$ cat config.mk
export PLATFORM = sky130hd
export DESIGN_NAME = cnn_mac_pipe_s
export DESIGN_NICKNAME = d
export VERILOG_FILES = /design/src/rtl/cnn_mac_pkg.sv /design/src/rtl/cnn_mac_mul_pipe.sv /design/src/rtl/cnn_mac_pipe_s.sv
export SDC_FILE = /design/constraint.sdc
export NUM_CORES = 1
export LEC_CHECK = 0
export CORE_ASPECT_RATIO = 0.6
export CORE_MARGIN = 3
export CORE_UTILIZATION = 45
export DETAILED_ROUTE_END_ITERATION = 6
export GPL_TIMING_DRIVEN = 1
export HOLD_SLACK_MARGIN = 0.1
export SLEW_MARGIN = 10
export SYNTH_ARGS = -nofsm -noshare
export SYNTH_HDL_FRONTEND = slang
export SYNTH_SLANG_ARGS = --single-unit
$ cat constraint.sdc
create_clock -name ap_clk -period 7.2 [get_ports ap_clk]
set_input_delay 1.44 -clock ap_clk [delete_from_list [all_inputs] [get_ports ap_clk]]
set_output_delay 1.44 -clock ap_clk [all_outputs]
set_load 0.02 [all_outputs]
$ cat src/rtl/cnn_mac_pkg.sv
// Shared helpers for the conv-layer MAC blocks: tap counter sizing and saturation bounds.
// Latency: none (constant functions only).
// Backpressure: not applicable.
package cnn_mac_pkg;

  // Counter must be able to hold max_taps itself, hence the +1.
  function automatic int tap_cnt_w(input int max_taps);
    return $clog2(max_taps + 1);
  endfunction

  // Largest positive value representable in a signed out_w-bit result.
  function automatic longint sat_max(input int out_w);
    return (longint'(1) <<< (out_w - 1)) - longint'(1);
  endfunction

  // Most negative value representable in a signed out_w-bit result.
  function automatic longint sat_min(input int out_w);
    return -(longint'(1) <<< (out_w - 1));
  endfunction

endpackage

$ cat src/rtl/cnn_mac_mul_pipe.sv
// Signed A x B multiply, sign-extended to ACC_WIDTH, carried with valid/last through NUM_STAGE registers.
// Latency: NUM_STAGE cycles from input to out_vld.
// Backpressure: en=0 freezes every stage (data and sideband) in place.
module cnn_mac_mul_pipe
  import cnn_mac_pkg::*;
#(
  parameter int A_WIDTH   = 14,
  parameter int B_WIDTH   = 8,
  parameter int ACC_WIDTH = 32,
  parameter int NUM_STAGE = 2
) (
  input  logic                        clk,
  input  logic                        rst_n,
  input  logic                        en,
  input  logic                        in_vld,
  input  logic                        in_last,
  input  logic signed [A_WIDTH-1:0]   a,
  input  logic signed [B_WIDTH-1:0]   b,
  output logic                        out_vld,
  output logic                        out_last,
  output logic signed [ACC_WIDTH-1:0] p
);

  logic signed [A_WIDTH+B_WIDTH-1:0] prod;
  logic [NUM_STAGE-1:0]              vld_d, vld_q;
  logic [NUM_STAGE-1:0]              last_d, last_q;
  logic signed [ACC_WIDTH-1:0]       p_d [NUM_STAGE];
  logic signed [ACC_WIDTH-1:0]       p_q [NUM_STAGE];

  // Full-width product; the size cast below sign-extends it into the accumulator width.
  assign prod = a * b;

  // Shift the chain by one stage when enabled, otherwise hold.
  always_comb begin
    vld_d  = vld_q;
    last_d = last_q;
    for (int i = 0; i < NUM_STAGE; i++) p_d[i] = p_q[i];
    if (en) begin
      vld_d[0]  = in_vld;
      last_d[0] = in_last;
      p_d[0]    = ACC_WIDTH'(prod);
      for (int i = 1; i < NUM_STAGE; i++) begin
        vld_d[i]  = vld_q[i-1];
        last_d[i] = last_q[i-1];
        p_d[i]    = p_q[i-1];
      end
    end
  end

  // Stage registers; reset clears in-flight beats.
  always_ff @(posedge clk or negedge rst_n) begin
    if (!rst_n) begin
      vld_q  <= '0;
      last_q <= '0;
      for (int i = 0; i < NUM_STAGE; i++) p_q[i] <= '0;
    end else begin
      vld_q  <= vld_d;
      last_q <= last_d;
      for (int i = 0; i < NUM_STAGE; i++) p_q[i] <= p_d[i];
    end
  end

  assign out_vld  = vld_q[NUM_STAGE-1];
  assign out_last = last_q[NUM_STAGE-1];
  assign p        = p_q[NUM_STAGE-1];

endmodule

$ cat src/rtl/cnn_mac_pipe_s.sv
// Pipelined signed MAC: accumulates din0*din1 per window, emits (acc >>> FRAC_SHIFT) on the last beat.
// Latency: last beat accepted at cycle t -> out_valid at t+NUM_STAGE+1; 1 beat/cycle.
// Backpressure: out_valid && !out_ready stalls the whole pipe and drops in_ready. CNN_MAC_SAT_EN selects clamping.
module cnn_mac_pipe_s
  import cnn_mac_pkg::*;
#(
  parameter int A_WIDTH    = 14,
  parameter int B_WIDTH    = 8,
  parameter int ACC_WIDTH  = 32,
  parameter int OUT_WIDTH  = 16,
  parameter int FRAC_SHIFT = 6,
  parameter int NUM_STAGE  = 2,
  parameter int MAX_TAPS   = 1024
) (
  input  logic                        ap_clk,
  input  logic                        ap_rst_n,
  input  logic                        in_valid,
  output logic                        in_ready,
  input  logic                        in_last,
  input  logic signed [A_WIDTH-1:0]   din0,
  input  logic signed [B_WIDTH-1:0]   din1,
  output logic                        out_valid,
  input  logic                        out_ready,
  output logic signed [OUT_WIDTH-1:0] dout,
  output logic                        ovf_err
);

  localparam int CNT_W = tap_cnt_w(MAX_TAPS);
  localparam logic [CNT_W-1:0] CNT_MAX = CNT_W'(MAX_TAPS);

  logic                        stall;
  logic                        accept;
  logic                        t_vld;
  logic                        t_last;
  logic signed [ACC_WIDTH-1:0] t_p;
  logic signed [ACC_WIDTH-1:0] sum;
  logic signed [OUT_WIDTH-1:0] scaled;
  logic signed [ACC_WIDTH-1:0] acc_d, acc_q;
  logic signed [OUT_WIDTH-1:0] dout_d, dout_q;
  logic                        out_vld_d, out_vld_q;
  logic [CNT_W-1:0]            cnt_d, cnt_q;
  logic                        ovf_d, ovf_q;

  // A held result that nobody takes freezes everything upstream.
  assign stall    = out_vld_q && !out_ready;
  assign in_ready = !stall;
  assign accept   = in_valid && in_ready;

  cnn_mac_mul_pipe #(
    .A_WIDTH  (A_WIDTH),
    .B_WIDTH  (B_WIDTH),
    .ACC_WIDTH(ACC_WIDTH),
    .NUM_STAGE(NUM_STAGE)
  ) u_mul (
    .clk     (ap_clk),
    .rst_n   (ap_rst_n),
    .en      (!stall),
    .in_vld  (accept),
    .in_last (in_last),
    .a       (din0),
    .b       (din1),
    .out_vld (t_vld),
    .out_last(t_last),
    .p       (t_p)
  );

  // Wraps modulo 2^ACC_WIDTH by construction.
  assign sum = acc_q + t_p;

`ifdef CNN_MAC_SAT_EN
  localparam logic signed [ACC_WIDTH-1:0] SAT_MAX = ACC_WIDTH'(sat_max(OUT_WIDTH));
  localparam logic signed [ACC_WIDTH-1:0] SAT_MIN = ACC_WIDTH'(sat_min(OUT_WIDTH));
  logic signed [ACC_WIDTH-1:0] shifted;
  assign shifted = sum >>> FRAC_SHIFT;

  // Floor-scale then clamp into the signed output range.
  always_comb begin
    if (shifted > SAT_MAX)      scaled = SAT_MAX[OUT_WIDTH-1:0];
    else if (shifted < SAT_MIN) scaled = SAT_MIN[OUT_WIDTH-1:0];
    else                        scaled = shifted[OUT_WIDTH-1:0];
  end
`else
  // Floor-scale then keep the low bits (two's-complement wrap).
  always_comb begin
    scaled = OUT_WIDTH'(sum >>> FRAC_SHIFT);
  end
`endif

  // Accumulate at the pipe tail, close windows into the output register, track window length.
  always_comb begin
    acc_d     = acc_q;
    dout_d    = dout_q;
    out_vld_d = out_vld_q && !out_ready;
    cnt_d     = cnt_q;
    ovf_d     = ovf_q;
    if (!stall && t_vld) begin
      if (t_last) begin
        acc_d     = '0;
        dout_d    = scaled;
        out_vld_d = 1'b1;
      end else begin
        acc_d = sum;
      end
    end
    if (accept) begin
      // Counter parks at MAX_TAPS so any further beat in the same window keeps flagging.
      if (cnt_q == CNT_MAX) ovf_d = 1'b1;
      if (in_last)              cnt_d = '0;
      else if (cnt_q != CNT_MAX) cnt_d = cnt_q + 1'b1;
    end
  end

  // Accumulator, output and counter state.
  always_ff @(posedge ap_clk or negedge ap_rst_n) begin
    if (!ap_rst_n) begin
      acc_q     <= '0;
      dout_q    <= '0;
      out_vld_q <= 1'b0;
      cnt_q     <= '0;
      ovf_q     <= 1'b0;
    end else begin
      acc_q     <= acc_d;
      dout_q    <= dout_d;
      out_vld_q <= out_vld_d;
      cnt_q     <= cnt_d;
      ovf_q     <= ovf_d;
    end
  end

  assign out_valid = out_vld_q;
  assign dout      = dout_q;
  assign ovf_err   = ovf_q;

endmodule

==> reports/metrics.yaml <==
detailed_routing:
  drt_iter0_drc: 330
  wl_per_cell_um: 14.2
  drc: 0
  wirelength_um: 18300
  firstDrtPassIters: 4
  vias: 6453
  routed_via_density: 5.02
  drtAntennaViolNets: 0
pwr:
  switchingPower_mw: 1.94
  sw_frac_of_total_pct: 46.3
  powerDensity_mw_per_mm2: 418
  seq_power_share_pct: 23.4
  leakagePower_nw: 4.90
  clkPwrFrac_pct: 11.2
  combPwrFrac_pct: 65.4
  vdd_drop_max_mv: 0.280
  internal_power_mw: 2.25
placement:
  dpl.hpwl_um: 14500
  port_buffers: 45
  gp_congestion: 0.863
  dp_slack_ns: 0.511
job:
  max-cap-violations: 0
synth:
  ys_types: 59
  async_reset_ff_share_pct: 100
  synth_fp_nets: 1163
  ys_warn_count: 0
  seq_area_frac_synth_pct: 27.5
  ys.flop_type: "dfrtp_1"
  synth_edf_count: 0
  synthTopCellsByArea: "dfrtp_1 (28%), fa_1 (20%), ha_1 (8.9%)"
  synth.most_common_cell: "nand2_1"
  synth_largest_area_cell: "dfrtp_1"
  synth_common_cells: "nand2_1 (172), inv_1 (138), dfrtp_1 (99)"
  yosys_register_bits: 99
  yosysTopAreaCellShare_pct: 27.5
  syn_area_mm2: 0.00900
  syn_inst: 980
  syn_area_per_cell_um2: 9.18
floorplan:
  design.core.area_mm2: 0.0193
  num_rows: 39
  die_area_mm2: 0.0218
  initial_core_util_pct: 46.6
  die_x_um: 189
  io_pins: 46
  fp.dieH_um: 116
finish:
  drive_gt1_share_pct: 4.80
  areaGrowthSynthToFinish_pct: 11.3
  nets: 1198
  n_antenna_cell: 0
  n_fill_cell: 1875
worst_hold_path:
  hold_path_class: "reg2reg"
setup_path:
  cp.arrival_ns: 6.61
  end_kind: "register"
  start_kind: "primary input"
  cp_max_fo: 12
  crit_required_ns: 7.49
  worstSetupPathType: "in2reg"
clocking:
  cts_tree: "done"
  cts-root-buf: "clkbuf_16"
  clockBufferDepth: 2
  post_cts_resized: 0
  post_cts_buffers: 0
  cts.sinks: 99
  clk_latency_ns: 0.35
  numCtsBuffers: 9
  postCtsHoldBufs: 0
  htreeDepth: 3
  path_clk_slew_ns: 0.08
timing:
  min_period_ns: 6.33
  period_share_pct: 87.9
  skew_ns: 0.00856
  relSlewSlack_pct: 38.4
  fin_ws_ns: 0.875
  slew_violations: 0
  rsz0062_at_grt: "no"
  final-hold-violation-count: 0
  setup_violations: 0
  tightest_slew_ns: 0.920
  max_freq_ghz: 0.158
  hold-worst-slack_ns: 0.469
  finalSetupTns_ns: 0
global_routing:
  grt_max_degree: 59
  grt_usage_pct: 18.4
  grt_pass1_wl_um: 32700
  grt_pass1_vias: 6636
  antenna_found_initial: 0
  overflow: 0
outcome:
  outcome: "finished, final reports clean"
==> worst max-delay path: stages <==
cell and delay [ns]:
clkdlybuf4s50_1 0.53, inv_1 0.40, nor2_1 0.13, fa_1 0.52, fa_1 0.52, fa_1 0.55
inv_1 0.05, fa_1 0.52, inv_1 0.04, ha_1 0.33, a21oi_1 0.30, o211a_1 0.25
nor3b_2 0.08, a221oi_2 0.39, o21bai_1 0.14, or3_1 0.32, nand3_1 0.08
==> placed cells by master, fill, tap and decap left out, drive strengths merged, types with 4 or more instances in the layout <==
master and count:
nand2 172, inv 140, dfrtp 99, fa 92
and2 75, ha 64, nor2 48, clkdlybuf4s50 44
o21ai 37, a21oi 30, xnor2 22, a21o 20
xor2 20, o31ai 13, nand2b 12, a211oi 11
a22o 10, nand3 10, clkbuf 10, mux2 9
o21bai 8, nor3 8, buf 7, o21a 5
and3 5, o41ai 5, nand4 4, o211ai 4
==> cell families (layout without fill, tap and decap cells) <==
logic type                 count (synthesis)  count (layout)  synth area share, %
AOI/OAI and AO/OA                        156             156                 12.4
and+or+nand+nor                          352             352                 18.5
buffers and inverters                    165             205                 6.88
xor gates and xnor gates                  42              42                 4.09
adders and majority gates                156             156                 29.4
muxes                                     10              10                 1.24
DFF                                       99              99                 27.5
==> metrics by stage <==
step / utilization [%] / power (mW) / instance area (um^2) / std cells
final: 51.8 / 4.19 / 10000 / 1286
after global routing: 51.8 / 4.69 / 10000 / 1286
after CTS: 51.8 / 4.24 / 10000 / 1286
after detailed placement: 50.4 / 3.75 / 9730 / 1270
after global placement: 50.4 / 3.74 / 9730 / 1270
after floorplan: - / 3.09 / 9000 / 980
==> power groups by stage <==
| stage | clock, mW | combinational [mW] | sequential [mW] |
|---|---|---|---|
| finish | 0.469 | 2.74 | 0.979 |
| global route | 0.509 | 3.16 | 1.01 |
| CTS | 0.485 | 2.77 | 0.984 |
| detailed placement | 0 | 2.75 | 0.991 |
| global placement | 0 | 2.75 | 0.991 |
| floorplan | 0 | 2.10 | 0.994 |
==> metal layers <==
metal	vias up	wire [um]	GRT usage [%]
met5	-	0	0
met3	7	612	3.54
met4	0	76	2.53
met1	3130	10100	28.7
met2	79	7540	27.4
li1	3237	-	-
==> cell type report <==
cell class / count / area (um^2) / area share [%]
Multi-Input combinational cell: 716 / 5910 / 59.0
Sequential cell: 99 / 2480 / 24.7
Tap cell: 266 / 333 / 3.32
Clock inverter: 6 / 56.3 / 0.562
Timing Repair Buffer: 51 / 493 / 4.92
Clock buffer: 10 / 229 / 2.29
Inverter: 138 / 518 / 5.17
==> flip-flops by register name, indices dropped and copies added (netlist names) <==
register	count
u_mul.p_q	22
cnt_q	11
dout	16
out_valid	1
u_mul.p	22
ovf_err	1
u_mul.last_q	2
u_mul.vld_q	2
acc_q	22
==> worst paths after layout <==
| kind | startpoint | to | slack [ns] | depth (start not counted) |
|---|---|---|---|---|
| setup / recovery | din1[7] | u_mul.p_q[51]$_DFFE_PN0N_ | 0.87 | 17 |
| hold / removal | u_mul.p_q[34]$_DFFE_PN0N_ | u_mul.p_q[34]$_DFFE_PN0N_ | 0.47 | 2 |
| setup reg to reg | u_mul.p[0]$_DFFE_PN0N_ | dout[8]$_DFFE_PN0P_ | 4.35 | 9 |
| hold reg to reg | u_mul.p_q[34]$_DFFE_PN0N_ | u_mul.p_q[34]$_DFFE_PN0N_ | 0.47 | 2 |
| max in group asynchronous | ap_rst_n | u_mul.p_q[32]$_DFFE_PN0N_ | 4.99 | 2 |
| min in group asynchronous | ap_rst_n | cnt_q[1]$_DFFE_PN0P_ | 1.06 | 1 |
Note: power is estimated with default switching activity, not from simulation.
